File: config.mk
export PLATFORM = sky130hd
export DESIGN_NAME = motor_speed_ramp_ctrl
export DESIGN_NICKNAME = d
export VERILOG_FILES = /design/src/rtl/motor_speed_ramp_ctrl.sv
export SDC_FILE = /design/constraint.sdc
export NUM_CORES = 1
export LEC_CHECK = 0
export CAP_MARGIN = 20
export CELL_PAD_IN_SITES_DETAIL_PLACEMENT = 0
export CELL_PAD_IN_SITES_GLOBAL_PLACEMENT = 1
export CORE_MARGIN = 8
export CORE_UTILIZATION = 46
export DETAILED_ROUTE_END_ITERATION = 8
export GPL_ROUTABILITY_DRIVEN = 1
export PLACE_DENSITY_LB_ADDON = 0.25
export SETUP_SLACK_MARGIN = 0.2
export SKIP_CTS_REPAIR_TIMING = 1
export SYNTH_ARGS = -nofsm -noshare
export SYNTH_HDL_FRONTEND = slang
export SYNTH_SLANG_ARGS = --single-unit
File: constraint.sdc
create_clock -name clock -period 16.55 [get_ports clock]
set_input_delay 4.1375 -clock clock [delete_from_list [all_inputs] [get_ports clock]]
set_output_delay 4.1375 -clock clock [all_outputs]
set_load 0.01 [all_outputs]
File: src/rtl/motor_speed_ramp_ctrl.sv
// Speed ramp controller: picks a target PWM width from obstacle distance,
// traffic-signal data and stop-line status, then slews pwm_width toward it.
module motor_speed_ramp_ctrl #(
  parameter int PWM_W        = 10,
  parameter int DIST_W       = 8,
  parameter int STOP_DIST    = 5,
  parameter int SLOW_DIST    = 9,
  parameter int SPEED_FAST   = 1000,
  parameter int SPEED_SLOW   = 300,
  parameter int SPEED_CRUISE = 500,
  parameter int SPEED_RESUME = 310,
  parameter int RESET_WIDTH  = 510,
  parameter int RAMP_DIV     = 1000,
  parameter int RAMP_STEP    = 10,
  parameter int LINK_TIMEOUT = 50000,
  parameter int CLEAR_CYCLES = 16
) (
  input  logic              clock,
  input  logic              reset,
  input  logic              enable,
  input  logic [DIST_W-1:0] distance,
  input  logic              sig_valid,
  input  logic [1:0]        sig_color,
  input  logic              cmp_lt,
  input  logic              cmp_gt,
  input  logic              cmp_eq,
  input  logic              signal_reached,
  input  logic              signal_switch,
  output logic [PWM_W-1:0]  pwm_width,
  output logic [PWM_W-1:0]  target_width,
  output logic [2:0]        state,
  output logic              at_target,
  output logic              estop
);

  localparam logic [2:0] ST_IDLE   = 3'd0;
  localparam logic [2:0] ST_CRUISE = 3'd1;
  localparam logic [2:0] ST_ADJUST = 3'd2;
  localparam logic [2:0] ST_HOLD   = 3'd3;
  localparam logic [2:0] ST_ESTOP  = 3'd4;

  localparam logic [1:0] COL_RED = 2'b00;
  localparam logic [1:0] COL_YEL = 2'b01;
  localparam logic [1:0] COL_GRN = 2'b10;
  localparam logic [1:0] COL_INV = 2'b11;

  localparam int PRE_W   = (RAMP_DIV > 1) ? $clog2(RAMP_DIV) : 1;
  localparam int AGE_W   = $clog2(LINK_TIMEOUT + 1);
  localparam int CLR_W   = $clog2(CLEAR_CYCLES + 1);
  localparam int PWM_MAX = (1 << PWM_W) - 1;

  localparam logic [DIST_W-1:0] STOP_D   = DIST_W'(STOP_DIST);
  localparam logic [DIST_W-1:0] SLOW_D   = DIST_W'(SLOW_DIST);
  localparam logic [PWM_W-1:0]  W_ZERO   = '0;
  localparam logic [PWM_W-1:0]  W_FAST   = PWM_W'(SPEED_FAST);
  localparam logic [PWM_W-1:0]  W_SLOW   = PWM_W'(SPEED_SLOW);
  localparam logic [PWM_W-1:0]  W_CRUISE = PWM_W'(SPEED_CRUISE);
  localparam logic [PWM_W-1:0]  W_RESUME = PWM_W'(SPEED_RESUME);
  localparam logic [PWM_W-1:0]  W_RESET  = PWM_W'(RESET_WIDTH);
  localparam logic [PRE_W-1:0]  PRE_LAST = PRE_W'(RAMP_DIV - 1);
  localparam logic [AGE_W-1:0]  AGE_MAX  = AGE_W'(LINK_TIMEOUT);
  localparam logic [CLR_W-1:0]  CLR_LAST = CLR_W'(CLEAR_CYCLES - 1);
  localparam logic signed [PWM_W:0] STEP_S =
    (RAMP_STEP > PWM_MAX) ? (PWM_W+1)'(PWM_MAX) : (PWM_W+1)'(RAMP_STEP);

  // Move cur toward tgt by at most STEP_S; the clamp to |diff| prevents overshoot.
  function automatic logic [PWM_W-1:0] ramp_toward(input logic [PWM_W-1:0] cur,
                                                   input logic [PWM_W-1:0] tgt);
    logic signed [PWM_W:0] diff;
    logic signed [PWM_W:0] mag;
    logic [PWM_W-1:0]      delta;
    diff  = $signed({1'b0, tgt}) - $signed({1'b0, cur});
    mag   = diff[PWM_W] ? -diff : diff;
    delta = (mag > STEP_S) ? STEP_S[PWM_W-1:0] : mag[PWM_W-1:0];
    if (diff[PWM_W])
      ramp_toward = cur - delta;
    else
      ramp_toward = cur + delta;
  endfunction

  logic [1:0]       color_q;
  logic             lt_q;
  logic             gt_q;
  logic             eq_q;
  logic             link_ok;
  logic [AGE_W-1:0] link_age;
  logic [PRE_W-1:0] pre_cnt;
  logic             ramp_tick;
  logic [CLR_W-1:0] clr_cnt;
  logic [CLR_W-1:0] nxt_clr;
  logic [PWM_W-1:0] nxt_target;
  logic [2:0]       nxt_state;
  logic             too_close;

  assign too_close = (distance < STOP_D);
  assign ramp_tick = (pre_cnt == PRE_LAST);
  assign at_target = (pwm_width == target_width);
  assign estop     = (state == ST_ESTOP);

  // Signal latch: invalid colour strobes neither capture nor refresh the link.
  always_ff @(posedge clock) begin
    if (reset) begin
      color_q  <= COL_RED;
      lt_q     <= 1'b0;
      gt_q     <= 1'b0;
      eq_q     <= 1'b0;
      link_ok  <= 1'b0;
      link_age <= '0;
    end else if (sig_valid && (sig_color != COL_INV)) begin
      color_q  <= sig_color;
      lt_q     <= cmp_lt;
      gt_q     <= cmp_gt;
      eq_q     <= cmp_eq;
      link_ok  <= 1'b1;
      link_age <= '0;
    end else if (link_age != AGE_MAX) begin
      link_age <= link_age + 1'b1;
      if (link_age == (AGE_MAX - 1'b1))
        link_ok <= 1'b0;
    end
  end

  // Free-running ramp prescaler
  always_ff @(posedge clock) begin
    if (reset)
      pre_cnt <= '0;
    else if (ramp_tick)
      pre_cnt <= '0;
    else
      pre_cnt <= pre_cnt + 1'b1;
  end

  // Target selection; unassigned branches hold the current target.
  always_comb begin
    nxt_target = target_width;
    if (too_close) begin
      nxt_target = W_ZERO;
    end else if (distance <= SLOW_D) begin
      nxt_target = W_SLOW;
    end else if (!enable) begin
      nxt_target = W_ZERO;
    end else if (signal_reached) begin
      case (color_q)
        COL_RED: nxt_target = signal_switch ? W_RESUME : W_ZERO;
        COL_YEL: if (signal_switch) nxt_target = W_ZERO;
        default: ;
      endcase
    end else if (link_ok) begin
      case (color_q)
        COL_RED: if (!lt_q && (gt_q || eq_q)) nxt_target = W_SLOW;
        COL_YEL: if (lt_q || (!gt_q && eq_q)) nxt_target = W_SLOW;
        COL_GRN: if (lt_q || (!gt_q && eq_q)) nxt_target = W_FAST;
        default: ;
      endcase
    end else begin
      nxt_target = W_CRUISE;
    end
  end

  always_comb begin
    nxt_state = state;
    nxt_clr   = '0;
    if (too_close) begin
      nxt_state = ST_ESTOP;
    end else if (state == ST_ESTOP) begin
      if (clr_cnt == CLR_LAST)
        nxt_state = ST_CRUISE;
      else
        nxt_clr = clr_cnt + 1'b1;
    end else if (!enable) begin
      nxt_state = ST_IDLE;
    end else if (state == ST_IDLE) begin
      nxt_state = ST_CRUISE;
    end else if (signal_reached && (nxt_target == W_ZERO)) begin
      nxt_state = ST_HOLD;
    end else if (state == ST_HOLD) begin
      nxt_state = ST_ADJUST;
    end else begin
      nxt_state = at_target ? ST_CRUISE : ST_ADJUST;
    end
  end

  // Output stage: emergency stop bypasses the ramp on the same edge.
  always_ff @(posedge clock) begin
    if (reset) begin
      state        <= ST_CRUISE;
      clr_cnt      <= '0;
      target_width <= W_RESET;
      pwm_width    <= W_RESET;
    end else begin
      state        <= nxt_state;
      clr_cnt      <= nxt_clr;
      target_width <= nxt_target;
      if (too_close || (state == ST_ESTOP))
        pwm_width <= W_ZERO;
      else if (ramp_tick)
        pwm_width <= ramp_toward(pwm_width, target_width);
    end
  end

endmodule

# [Yosys cells after proc, flatten, opt, wreduce, memory -nomap -nowiden]
# Cells that the tools add are included.
[totals] reg_bits=60 in_bits=19 out_inout_bits=25
[op_classes] reduce_logical=21 bitwise=1 muxes=28 eq_ne=12 addsub=7 order_cmp=3
[op_table] operator="$mux W10" n=11
[op_table] operator="$pmux W10 S3" n=1
[op_table] operator="$mux W9" n=3
[op_table] operator="$pmux W10 S2" n=1
[op_table] operator="$add A16 B1 Y16 const B" n=1
[op_table] operator="$eq A16 B16 Y1 const B" n=1
[op_table] operator="$ne A16 B16 Y1 const B" n=1
[op_table] operator="$gt A11 B5 Y1 const B" n=1
[op_table] operator="$mux W11" n=1
[op_table] operator="$neg A11 Y11" n=1
[op_table] operator="$sub A10 B10 Y11" n=1
[op_table] operator="$add A10 B1 Y10 const B" n=1
[op_table] operator="$add A10 B10 Y10" n=1
[op_table] operator="$eq A10 B10 Y1" n=1
[op_table] operator="$eq A10 B10 Y1 const B" n=1
[op_table] operator="$logic_not A10 Y1" n=1
[op_table] operator="$mux W2" n=5
[op_table] operator="$sub A10 B10 Y10" n=1
[op_table] operator="$mux W3" n=3
[op_table] operator="$le A8 B4 Y1 const B" n=1
[op_table] operator="$lt A8 B3 Y1 const B" n=1
[op_table] operator="$reduce_or A2 Y1" n=4
[op_table] operator="$reduce_bool A2 Y1" n=3
[op_table] operator="$add A5 B1 Y5 const B" n=1
[op_table] operator="17 further kinds" n=25

# [Depth between registers and ports, before layout]
[depth] word_depth=17 depth_mapped=29

# [Least setup slack after synthesis]
# Ideal clock, no wire load.
[synth_timing] path_type="input to register" from="input distance[7]" to="register pwm_width[9]" t_arrival_ns=6.016 cell_stages=9 setup_ns=0.124 n_path_buf=1 t_required_ns=16.426 path_slack_ns=10.411 path_cell_list="or4_1 -> or3_1 -> nand2b_1 -> clkbuf_1 -> nor2_1 -> nand3_1 -> mux2i_1 -> a31oi_1 -> nand3_1"
[synth_via] elab_chain_len=3
[synth_lines] item="start, declared" line_no="21" text="input logic [DIST_W-1:0] distance,"
[synth_lines] item="$lt A8 B3 Y1" line_no="95" text="assign too_close = (distance < STOP_D);"
[synth_lines] item="$logic_or A1 B1 Y1" line_no="194" text="if (too_close || (state == ST_ESTOP))"
[synth_lines] item="$reduce_or A2 Y1 (no line)"
[synth_lines] item="end signal, assigned" line_no="197" text="pwm_width <= ramp_toward(pwm_width, target_width);"
[synth_lines] item="end, declared" line_no="29" text="output logic [PWM_W-1:0] pwm_width,"
# No other way between the ends.
# A chain may end at the register's enable or synchronous reset.

# [Final worst setup path]
[layout_timing] from="register pwm_width[6]" to="output at_target"
[layout_via] elab_chain_len=1
[layout_lines] item="$eq A10 B10 Y1" line_no="97" text="assign at_target = (pwm_width == target_width);"
[layout_lines] item="end, declared" line_no="32" text="output logic at_target,"
# No other way between the ends.

==> results.py <==
metrics = {
    "global_routing": {
        "grt_pass1_vias": 3653,
        "grt_overflow_total": 0,
        "grt_pass1_wl_mm": 17.1,
        "antenna_found_initial": 0,
        "grt_use_total": 0.162,
        "grt_max_degree": 33,
    },
    "final_layout": {
        "fin_nets": 629,
        "insertedDiodeCount": 0,
        "drive_gt1_frac": 0.0767,
        "area_delta_synth_final_pct": 15.0,
    },
    "sta": {
        "setup_tns_ns": 0,
        "timing.slew.headroom": 0.384,
        "period_share": 0.402,
        "setup_ws_ns": 9.90,
        "slew_violations": 0,
        "tightest_slew_ns": 0.912,
        "rsz0062_at_grt": "no",
        "hold_slack_ns": 0.452,
        "fin_worst_skew_ns": 0.0115,
        "min_period_ns": 6.65,
        "hold_viol_final": 0,
        "max_freq_mhz": 150,
        "finalSetupViolations": 0,
    },
    "pwr": {
        "p_clk_frac": 0.317,
        "netSwitchingPower_mw": 0.116,
        "power_frac_comb": 0.260,
        "power_density_nw_per_um2": 74.0,
        "p_int_mw": 0.248,
        "peakVddDrop_mv": 0.0479,
        "p_leak_nw": 1.93,
        "switching_share": 0.319,
        "pwr-share-seq": 0.423,
        "power_mw": 0.364,
    },
    "synth": {
        "synth_area_um2": 4280,
        "synth.distinct_cells": 68,
        "synthFlopType": "dfxtp_1",
        "syn_inst": 546,
        "synth-seq-cells": 60,
        "post_synth.cell_area_avg_um2": 7.84,
        "synth-async-reset-ratio": 0,
        "yosysWarnings": 0,
        "synth-edff-count": 0,
        "synth-seq-area-share": 0.280,
        "synthesis.nets": 593,
    },
    "route": {
        "ant_nets": 0,
        "viasPerCell": 5.52,
        "dr.pass1.iters": 6,
        "drc": 0,
        "wl_per_cell_um": 14.2,
        "num_vias": 3851,
        "drt-total-wl_mm": 9.93,
        "drt_iter0_markers": 212,
    },
    "floorplanning": {
        "dieHeight_um": 112,
        "fp.dieW_um": 112,
        "core_area_um2": 9150,
        "dieArea_um2": 12700,
        "start_util": 0.468,
        "num_rows": 35,
        "pin_count": 44,
    },
    "placement": {
        "gp_congestion": 0.838,
        "place_hpwl_mm": 7.83,
        "portBuffers": 43,
        "pre_cts_slack_ns": 9.79,
    },
    "worst_setup_path": {
        "startpoint": "pwm_width[6]",
        "r2r-end": "pwm_width[9]",
        "r2r_start": "pwm_width[3]",
        "path_class": "reg2out",
        "crit_path_start_kind": "flop",
        "worstSetupEndpoint": "at_target",
        "end_kind": "output pin",
        "required_ns": 12.41,
        "crit_arrival_ns": 2.51,
        "crit_path_max_fanout": 12,
        "r2r_setup_slack_ns": 10.33,
        "r2r_cells": 25,
    },
    "cts": {
        "htreeDepth": 3,
        "clk_path_buf_depth": 2,
        "clock-root-buffer": "clkbuf_8",
        "cts_sinks": 60,
        "clk-insertion-delay-late_ns": 0.34,
        "cts-buffers-inserted": 9,
        "cts_tree": "built",
        "clk_pin_slew_worst_paths_ns": 0.07,
    },
    "min_path": {
        "holdPathStages": 1,
        "hold_path.class": "reg2reg",
    },
    "status": {
        "outcome": "finished, final reports clean",
    },
    "flow_run": {
        "drv_cap": 0,
    },
}
## cell families (layout without fill, tap and decap cells)
logic type / count (synthesis) / count (layout) / share of synthesized area
compound gates: 127 / 127 / 0.197
fa+ha+maj: 28 / 28 / 0.0853
mux: 8 / 8 / 0.0193
flops: 60 / 60 / 0.280
simple gates: 246 / 246 / 0.300
buf+inv: 45 / 86 / 0.0485
xor+xnor: 32 / 32 / 0.0689
## sequential cells by signal (all words and copies together), names as in the netlist
| signal | cells |
|---|---|
| eq_q | 1 |
| gt_q | 1 |
| pwm_width | 10 |
| link_age | 16 |
| link_ok | 1 |
| target_width | 10 |
| lt_q | 1 |
| clr_cnt | 5 |
| pre_cnt | 10 |
| color_q | 2 |
| state | 3 |
## final cells by class
class / count / area [um^2]
Fill cell: 912 / 4230
Multi-Input combinational cell: 441 / 2870
Sequential cell: 60 / 1200
Timing Repair Buffer: 44 / 438
Tap cell: 111 / 139
Clock buffer: 10 / 138
Inverter: 26 / 97.6
Clock inverter: 6 / 40.0
## layer usage
layer	track usage	share of wire	routed length, um	vias up
li1	-	-	-	2020
met1	0.201	0.48	4720	1756
met2	0.272	0.48	4740	62
met3	0.0236	0.026	261	13
met4	0.0755	0.020	201	0
met5	0	0	0	-
## cell usage in the layout, fill, tap and decap left out, drive strengths merged, types with 8 or more instances in the layout
cell type / synthesis / final
nor2: 77 / 77
nand2b: 17 / 17
nand2: 35 / 35
o21ai: 26 / 26
nand4: 9 / 9
and3: 9 / 9
dfxtp: 60 / 60
or3: 10 / 10
o21bai: 11 / 11
clkbuf: 13 / 10
clkdlybuf4s50: 0 / 43
inv: 26 / 26
xor2: 13 / 13
a21oi: 41 / 41
ha: 26 / 26
nand3: 28 / 28
nor3: 14 / 14
xnor2: 19 / 19
nor2b: 15 / 15
nor4: 8 / 8
## cells in the mapped netlist (2+ instances only)
library cell,n,area [um^2]
nor2_1,75,282
dfxtp_1,60,1200
a21oi_1,39,195
nand2_1,35,131
nand3_1,28,140
ha_1,26,325
inv_1,26,97.6
o21ai_0,26,130
xnor2_1,18,158
nand2b_1,16,100
nor2b_1,14,87.6
nor3_1,13,65.1
clkbuf_1,12,45.0
xor2_1,12,105
o21bai_1,11,82.6
or3_1,10,62.6
and3_1,9,56.3
nand4_1,9,56.3
or2_2,7,43.8
a21boi_0,6,45.0
mux2i_1,6,60.1
nor4_1,6,37.5
a211oi_1,5,37.5
a21o_1,5,37.5
a31oi_1,5,31.3
o211ai_1,5,37.5
and2_1,4,25.0
buf_6,4,45.0
o41ai_1,3,26.3
buf_4,2,15.0
fa_1,2,40.0
mux2_2,2,22.5
nand3b_1,2,15.0
nand4b_1,2,17.5
nor2_2,2,12.5
nor3b_1,2,15.0
nor4_2,2,25.0
o22a_1,2,17.5
o22ai_1,2,12.5
o31a_1,2,17.5
or4_1,2,15.0
## worst min path at each step
stage | from | endpoint | slack, ns
final | pre_cnt[0] | pre_cnt[0] | 0.45
after global routing | clr_cnt[0] | clr_cnt[0] | 0.47
after CTS | pre_cnt[0] | pre_cnt[0] | 0.45
after detailed placement | pre_cnt[0] | pre_cnt[0] | 0.44
after global placement | pre_cnt[0] | pre_cnt[0] | 0.43
after floorplan | pre_cnt[0] | pre_cnt[0] | 0.41
## per-stage QoR
stage / instance area [um^2] / utilization / instances
4_1_cts: 4930 / 0.538 / 698
3_3_place_gp: 4750 / 0.519 / 682
2_1_floorplan: 4280 / - / 546
5_1_grt: 4930 / 0.538 / 698
3_5_place_dp: 4750 / 0.519 / 682
6_report: 4930 / 0.538 / 698
## power groups by stage
stage	clock (mW)	sequential, mW	combinational, mW
6_report	0.116	0.154	0.0948
2_1_floorplan	0	0.157	0.0722
3_5_place_dp	0	0.157	0.0938
5_1_grt	0.126	0.155	0.107
3_3_place_gp	0	0.157	0.0928
4_1_cts	0.120	0.154	0.0945
## worst max-delay path, cell delays in order, from the launching register on
cell and delay [ns]:
dfxtp_1 0.41, inv_1 0.08, ha_1 0.55, nand4_1 0.22, nor2_1 0.14, nand3_1 0.16
inv_1 0.08, clkdlybuf4s50_1 0.53
(Power assumes the default switching activity.)
